===== src/rtl/life_ctrl_pkg.sv =====
// Shared types and constants for the Game-of-Life step controller.
// Contents:
//   state_t             - controller state, 2-bit (IDLE=0, LOAD=1, RUN=2)
//   SEL_ROW / SEL_NEXT  - row register d-mux select values for load_sel
package life_ctrl_pkg;

  typedef enum logic [1:0] {
    IDLE = 2'd0,
    LOAD = 2'd1,
    RUN  = 2'd2
  } state_t;

  localparam logic SEL_ROW  = 1'b1;
  localparam logic SEL_NEXT = 1'b0;

endpackage


===== src/rtl/life_period_timer.sv =====
// Free-running period counter used in RUN mode to pace generation commits.
// Ports:
//   clk, reset - clock (rising edge) and asynchronous active-high reset
//   en         - count enable (controller is in RUN)
//   clr        - synchronous clear, overrides en and suppresses tick
//   period     - cycles between ticks; 0 behaves like 1
//   tick       - combinational, high in the cycle the counter reaches its limit
module life_period_timer #(
  parameter int PERIOD_W = 16
) (
  input  logic                clk,
  input  logic                reset,
  input  logic                en,
  input  logic                clr,
  input  logic [PERIOD_W-1:0] period,
  output logic                tick
);

  logic [PERIOD_W-1:0] count;
  logic [PERIOD_W-1:0] limit;

  // A period of 0 is clamped to 1, so the limit bottoms out at 0. Using >=
  // lets a shortened period fire straight away instead of waiting for wrap.
  always_comb begin
    limit = (period == '0) ? '0 : period - PERIOD_W'(1);
  end

  assign tick = en && !clr && (count >= limit);

  always_ff @(posedge clk or posedge reset) begin
    if (reset) begin
      count <= '0;
    end else if (clr) begin
      count <= '0;
    end else if (en) begin
      count <= tick ? '0 : count + PERIOD_W'(1);
    end
  end

endmodule


===== src/rtl/life_step_controller.sv =====
// Write-enable sequencer for the Game-of-Life row register bank. Arbitrates
// the bank between host row loads and next-state commits (single step or
// periodic in RUN) and counts committed generations. All outputs registered.
// Ports:
//   clk, reset              - clock and asynchronous active-high reset
//   start, stop, step       - run-control requests
//   load_valid/load_ready   - host row handshake, load_row carries the data
//   period                  - RUN commit period in cycles (0 acts as 1)
//   row_we, row_d           - one-hot row write enable and data for a load
//   gen_we                  - commit pulse to every row register
//   load_sel                - d-mux select: 1 = row_d, 0 = next-state
//   generation              - commits since the last complete load
//   state                   - IDLE=0, LOAD=1, RUN=2
module life_step_controller
  import life_ctrl_pkg::*;
#(
  parameter int ROWS     = 8,
  parameter int COLS     = 8,
  parameter int PERIOD_W = 16,
  parameter int GEN_W    = 16
) (
  input  logic                clk,
  input  logic                reset,
  input  logic                start,
  input  logic                stop,
  input  logic                step,
  input  logic                load_valid,
  output logic                load_ready,
  input  logic [COLS-1:0]     load_row,
  input  logic [PERIOD_W-1:0] period,
  output logic [ROWS-1:0]     row_we,
  output logic [COLS-1:0]     row_d,
  output logic                gen_we,
  output logic                load_sel,
  output logic [GEN_W-1:0]    generation,
  output logic [1:0]          state
);

  localparam int PTR_W = (ROWS > 1) ? $clog2(ROWS) : 1;
  localparam logic [PTR_W-1:0] LAST_ROW = PTR_W'(ROWS - 1);

  state_t            cur_state, next_state;
  logic [PTR_W-1:0]  ptr, next_ptr;
  logic [GEN_W-1:0]  next_gen;
  logic [ROWS-1:0]   next_row_we;
  logic [COLS-1:0]   next_row_d;
  logic              next_gen_we, next_load_sel, next_load_ready;
  logic              accept, tick, timer_en, timer_clr;

  assign accept    = load_valid && load_ready;
  assign timer_en  = (cur_state == RUN);
  // Held clear outside RUN so every entry into RUN starts from zero.
  assign timer_clr = (cur_state != RUN) || stop;
  assign state     = cur_state;

  life_period_timer #(.PERIOD_W(PERIOD_W)) u_timer (
    .clk    (clk),
    .reset  (reset),
    .en     (timer_en),
    .clr    (timer_clr),
    .period (period),
    .tick   (tick)
  );

  // Next-state and next-output logic. A row handshake outranks start/step
  // in IDLE; load_ready is never high in RUN, so accept cannot fire there.
  always_comb begin
    next_state    = cur_state;
    next_ptr      = ptr;
    next_gen      = generation;
    next_row_we   = '0;
    next_row_d    = '0;
    next_gen_we   = 1'b0;
    next_load_sel = SEL_NEXT;

    if (accept && cur_state != RUN) begin
      next_row_d    = load_row;
      next_row_we   = ROWS'(1) << ptr;
      next_load_sel = SEL_ROW;
      if (ptr == LAST_ROW) begin
        next_ptr   = '0;
        next_gen   = '0;
        next_state = IDLE;
      end else begin
        next_ptr   = ptr + 1'b1;
        next_state = LOAD;
      end
    end else begin
      case (cur_state)
        IDLE: begin
          if (start) begin
            next_state = RUN;
          end else if (step) begin
            next_gen_we = 1'b1;
            next_gen    = generation + 1'b1;
          end
        end
        LOAD: ;
        RUN: begin
          if (stop) begin
            next_state = IDLE;
          end else if (tick) begin
            next_gen_we = 1'b1;
            next_gen    = generation + 1'b1;
          end
        end
        default: next_state = IDLE;
      endcase
    end

    // Blocking loads during a commit cycle keeps row_we and gen_we disjoint.
    next_load_ready = (next_state != RUN) && !next_gen_we;
  end

  // State and registered outputs.
  always_ff @(posedge clk or posedge reset) begin
    if (reset) begin
      cur_state  <= IDLE;
      ptr        <= '0;
      generation <= '0;
      row_we     <= '0;
      row_d      <= '0;
      gen_we     <= 1'b0;
      load_sel   <= SEL_NEXT;
      load_ready <= 1'b1;
    end else begin
      cur_state  <= next_state;
      ptr        <= next_ptr;
      generation <= next_gen;
      row_we     <= next_row_we;
      row_d      <= next_row_d;
      gen_we     <= next_gen_we;
      load_sel   <= next_load_sel;
      load_ready <= next_load_ready;
    end
  end

endmodule


===== config.mk =====
export PLATFORM = sky130hd
export DESIGN_NAME = life_step_controller
export DESIGN_NICKNAME = d
export VERILOG_FILES = /design/src/rtl/life_ctrl_pkg.sv /design/src/rtl/life_period_timer.sv /design/src/rtl/life_step_controller.sv
export SDC_FILE = /design/constraint.sdc
export NUM_CORES = 1
export LEC_CHECK = 0
export ABC_AREA = 0
export CAP_MARGIN = 20
export CORE_UTILIZATION = 51
export DETAILED_ROUTE_END_ITERATION = 6
export PLACE_DENSITY = 0.87
export SYNTH_ARGS = -nofsm -noshare
export SYNTH_HDL_FRONTEND = slang
export SYNTH_SLANG_ARGS = --single-unit

===== constraint.sdc =====
create_clock -name clk -period 2.6 [get_ports clk]
set_input_delay 0.65 -clock clk [delete_from_list [all_inputs] [get_ports clk]]
set_output_delay 0.65 -clock clk [all_outputs]
set_load 0.01 [all_outputs]

# After elaboration in Yosys (flattened, before gate mapping)
# Index checks and enable logic that the tools add are counted.
# W data, S select, Z words.
[totals]
word_cells = 64
register_bits = 56
[op_classes]
mux = 26
n_eq_ne = 10
n_shift = 1
n_reduce_logical = 13
n_lt_le_gt_ge = 1
n_addsub = 4
[op_table]
columns = ["cell", "n"]
rows = [
  ["$mux W16", 10],
  ["$add A16 B1 Y16 const B", 2],
  ["$pmux W16 S2", 1],
  ["$ge A16 B16 Y1", 1],
  ["$logic_not A16 Y1", 1],
  ["$mux W8", 2],
  ["$sub A16 B1 Y16 const B", 1],
  ["$ne A3 B3 Y1 const B", 4],
  ["$shl A1 B3 Y8 const A", 1],
  ["$mux W1", 7],
  ["$mux W2", 3],
  ["$pmux W2 S3", 1],
  ["$reduce_and A6 Y1", 1],
  ["$logic_and A1 B1 Y1", 5],
  ["$ne A2 B2 Y1 const B", 2],
  ["$add A3 B1 Y3 const B", 1],
  ["$eq A3 B3 Y1 const B", 1],
  ["$mux W3", 1],
  ["$reduce_bool A3 Y1", 1],
  ["$eq A2 B1 Y1 const B", 1],
  ["$eq A2 B2 Y1 const B", 1],
  ["$logic_not A1 Y1", 2],
  ["$logic_not A2 Y1", 1],
  ["$ne A2 B1 Y1 const B", 1],
  ["other kinds (3)", 3],
]

# Longest topological paths before layout
[logic_depth]
ltp_word = 11
depth_mapped = 16
mapped_depth_nobuf = 14

# By module
# A second synthesis with hierarchy kept.
[hier_totals]
hier_cells = 374
hier_area_um2 = 3415.8
[modules_own_cells]
columns = ["mod", "instances", "area_each_um2", "cells_per_inst"]
rows = [
  ["life_step_controller", 1, 1838.0, 172],
  ["life_period_timer", 1, 1577.8, 202],
]

# Least setup slack after synthesis
# No wires, ideal clock.
[synth_timing]
path_kind = "input to register"
start = "input period[9]"
end = "register generation[3]"
arrival_ps = 4134
setup_slack_ps = -1603
required_time_ps = 2531
path_stages = 13
cell_sequence = "or4_1 -> nor4_1 -> nand2b_1 -> or3_1 -> nor3b_1 -> a21oi_1 -> ha_1 -> nand4_2 -> nor3_2 -> or4b_1 -> a32o_2 -> or4_1 -> nand3_1"
[synth_between]
elab_chain_cells = 6
elab_cells_between_ends = 7
[synth_rtl]
columns = ["element", "line_no", "source"]
rows = [
  ["start, declared", "life_step_controller.sv:30", "input logic [PERIOD_W-1:0] period,"],
  ["$sub A16 B1 Y16 or $logic_not A16 Y1 (tied branches)", "life_period_timer.sv:25", "limit = (period == '0) ? '0 : period - PERIOD_W'(1);"],
  ["$mux W16 (*)", "life_period_timer.sv:25", ""],
  ["$ge A16 B16 Y1 (*)", "life_period_timer.sv:28", "assign tick = en && !clr && (count >= limit);"],
  ["$logic_and A1 B1 Y1 (*)", "life_period_timer.sv:28", ""],
  ["$ne A3 B3 Y1 (no line) (*)", "--", ""],
  ["$reduce_and A6 Y1 (no line) (*)", "--", ""],
  ["end signal, assigned", "life_step_controller.sv:129", "generation <= next_gen;"],
  ["end, declared", "life_step_controller.sv:35", "output logic [GEN_W-1:0] generation,"],
]
# Mark *: on every way between the ends. The rest lies on a longest branch, timed or not.
# A chain may end at the register's enable or synchronous reset.

# Final worst setup path
[layout_timing]
start = "input period[6]"
end = "register generation[2]"
# The elaborated chain is that of the path after synthesis.

==> reports/qor.csv <==
metric,value,unit
status,"finished, violations left",
violations,negative setup slack,
cts-root-buf,clkbuf_8,
portBuffers,66,
cts_made_buffers,5,
avgRoutedWirePerCell,16.3,um
postSynthAreaPerCell,9.13,um^2
grt_pass1_wl,13500,um
power_leakage,2.10,nW
cpMaxStageDelayCell,or4_4,
synth_top_area_cell,dfrtp_1,
crit_fanout,5,
worst_slew_pin_slew,574,ps
dp_hpwl,5600,um
worst_setup_path_start_kind,primary input,
holdPathStages,1,
n_fill_cell,367,
nets,523,
design_area,4670,um^2
syn-cell-area,3190,um^2
fp-row-count,28,
synth_edf_count,0,
antenna_left,0,
synth_common_cells,"dfrtp_1, nand2_1, nor2_1",
synth_seq_area_share,43.9,%
initial_core_util,53.3,%
fin_skew,10.8,ps
async_reset_ff_share,100,%
yosysMostFrequentCell,dfrtp_1,
grt_pass1_vias,3033,
grt_max_degree,57,
layout_min_cycle_time,3910,ps
path_clk_slew,110,ps
grt_util_all_layers,26.7,%
antenna_found_initial,0,
hold_class,reg2reg,
crit_chain,buf_6 -> or4_4 -> nor4_4 -> nand2b_1 -> or3_4 -> nor3b_2 -> a21oi_2 -> ha_1 -> nand4_2 -> nor3_2 -> or4b_4 -> a32o_2 -> buf_6 -> buf_6 -> o21ai_2 -> o21ai_1,
synth.distinct_cells,39,
synth_xor_area_share,6.85,%
r2r_cells,9,
cap_viol_max_count,0,
end_kind,flop,
min_period_over_period,151,%
vias,3055,
die-height,81.1,um
drt-initial-drc-count,184,
ys_warn_count,0,
yosys.area.top_type_share,43.1,%
crit_top_cell,buf_6,
max_freq,256,MHz
muxShareOfSynthArea,0.313,%
die_width,81.1,um
coreArea,5990,um^2
synth_area_leaders,"dfrtp_1, ha_1, nand2_1",
grt_overflow,0,
rsz0062_at_grt,true,
drcViolationCount,0,
setup_viol,34,
n_antenna_cell,0,
viasPerCell,5.63,
synth_compound_area_share,10.5,%
drive_above_1_share,22.6,%
setup_ws,-1310,ps
worstPathRequired,2810,ps
synth_cells,350,
slowest_delay,550,ps
cts_sinks,56,
synth_top_family_by_area,simple AND/OR/NAND/NOR gates,
globalplace.congestion,0.879,
vdd_drop_max,546,uV
drt_wl_total,8840,um
path_class,in2reg,
tritoncts,built,
place_area,4230,um^2
synthFlopType,dfrtp_1,
synth-simple-area-share,25.3,%
tns,-39060,ps
hold_viol,0,
power_density,622,nW/um^2
max_slew_margin,61.7,%
io_pins,67,
dr.pass1.iters,4,
htree_levels,2,
drv_slew,0,
syn_nets,406,
area_growth,46.1,%
dieArea,6580,um^2
cts_buffer_depth,2,
cp_data_arrival_time,4130,ps
synth_adder_area_share,10.2,%
ys_ff_latch,56,
clk-insertion-delay-late,320,ps
## worst max-delay path, delay by kind of cell
kind	cells	cell delay [ps]
simple gates	8	2220
compound gates	4	570
buf+inv	3	350
fa+ha+maj	1	310
## layer usage
metal	global-route usage, %	wire length, um	up-vias	part of all wire (%)
li1	-	-	1444	-
met5	0	0	-	0
met4	7.86	178	0	2.0
met3	3.48	458	17	5.2
met2	49.4	4570	130	52
met1	32.0	3630	1464	41
## state kept, by name, indices dropped and copies added (netlist names)
name,count
generation,16
state,2
u_timer.count,16
load_sel,1
row_we,8
load_ready,1
gen_we,1
ptr,3
row_d,8
## area by class of cell
class                   count  area [um^2]  area share [%]
multi-input cells         271         1890            40.5
flip-flops and latches     56         1400            30.1
repair buffers            120         1120            23.9
well taps                  75         93.8            2.01
clock buffers               6         72.6            1.56
inverters                  13         48.8            1.05
clock inverters             2         38.8           0.831
## cell usage in the layout (no fill, tap or decap), types with 3 or more instances in the layout
cell type | netlist | routed
a31oi_1 | 4 | 4
nor4_1 | 4 | 3
nand3_1 | 18 | 15
nand4_1 | 3 | 3
and3_1 | 11 | 11
dfrtp_1 | 55 | 55
xnor2_1 | 12 | 12
o21ai_1 | 0 | 7
ha_1 | 26 | 25
buf_4 | 0 | 45
and2_1 | 13 | 13
nand2b_1 | 9 | 8
nand2_1 | 42 | 40
a21oi_1 | 11 | 10
o31ai_1 | 7 | 4
o21ai_0 | 24 | 7
xor2_1 | 13 | 13
and4_1 | 3 | 3
clkdlybuf4s50_1 | 0 | 61
inv_1 | 13 | 12
buf_6 | 0 | 8
clkbuf_8 | 0 | 5
o31ai_2 | 0 | 3
o21ai_2 | 0 | 10
nor2_1 | 39 | 37
nor3_1 | 6 | 5
## per-stage QoR
step / power (mW) / worst slack [ps] / std cells / utilization [%] / hold WS [ps]
2_1_floorplan: 1.62 / -1410 / 350 / - / 469
3_3_place_gp: 2.10 / -1920 / 519 / 70.7 / 482
3_5_place_dp: 2.14 / -2090 / 519 / 70.7 / 492
4_1_cts: 2.81 / -1350 / 538 / 75.1 / 531
5_1_grt: 3.04 / -1450 / 543 / 77.9 / 551
6_report: 2.90 / -1310 / 543 / 77.9 / 524
## worst paths after layout
check | slack [ps] | start | endpoint
min reg2reg | 520 | u_timer.count[0]$_DFFE_PP0P_ | u_timer.count[0]$_DFFE_PP0P_
max reg2reg | 160 | u_timer.count[13]$_DFFE_PP0P_ | generation[2]$_DFFE_PP0P_
min in group asynchronous | 680 | reset | row_we[6]$_DFF_PP0_
max in group asynchronous | 1620 | reset | load_ready$_DFF_PP1_
max | -1310 | period[6] | generation[2]$_DFFE_PP0P_
min | 520 | u_timer.count[0]$_DFFE_PP0P_ | u_timer.count[0]$_DFFE_PP0P_
## cell families after synthesis
logic type / after synthesis
muxes: 1
DFF: 56
buffers and inverters: 24
and+or+nand+nor: 162
adders and majority gates: 26
AOI/OAI and AO/OA: 56
xor gates and xnor gates: 25
## report_power, final
part           internal, mW  switching [mW]
Sequential             1.03           0.211
Combinational         0.566           0.504
Clock                 0.292           0.295
## timing repair
item                       in CTS  in global routing
pin swaps                      22                 24
hold buffers                    0                  0
setup endpoints to repair      34                 34
buffers inserted               10                  6
gates resized for setup        53                 27
cloned                          1                  2
No activity file was read; power rests on OpenSTA's default activity.
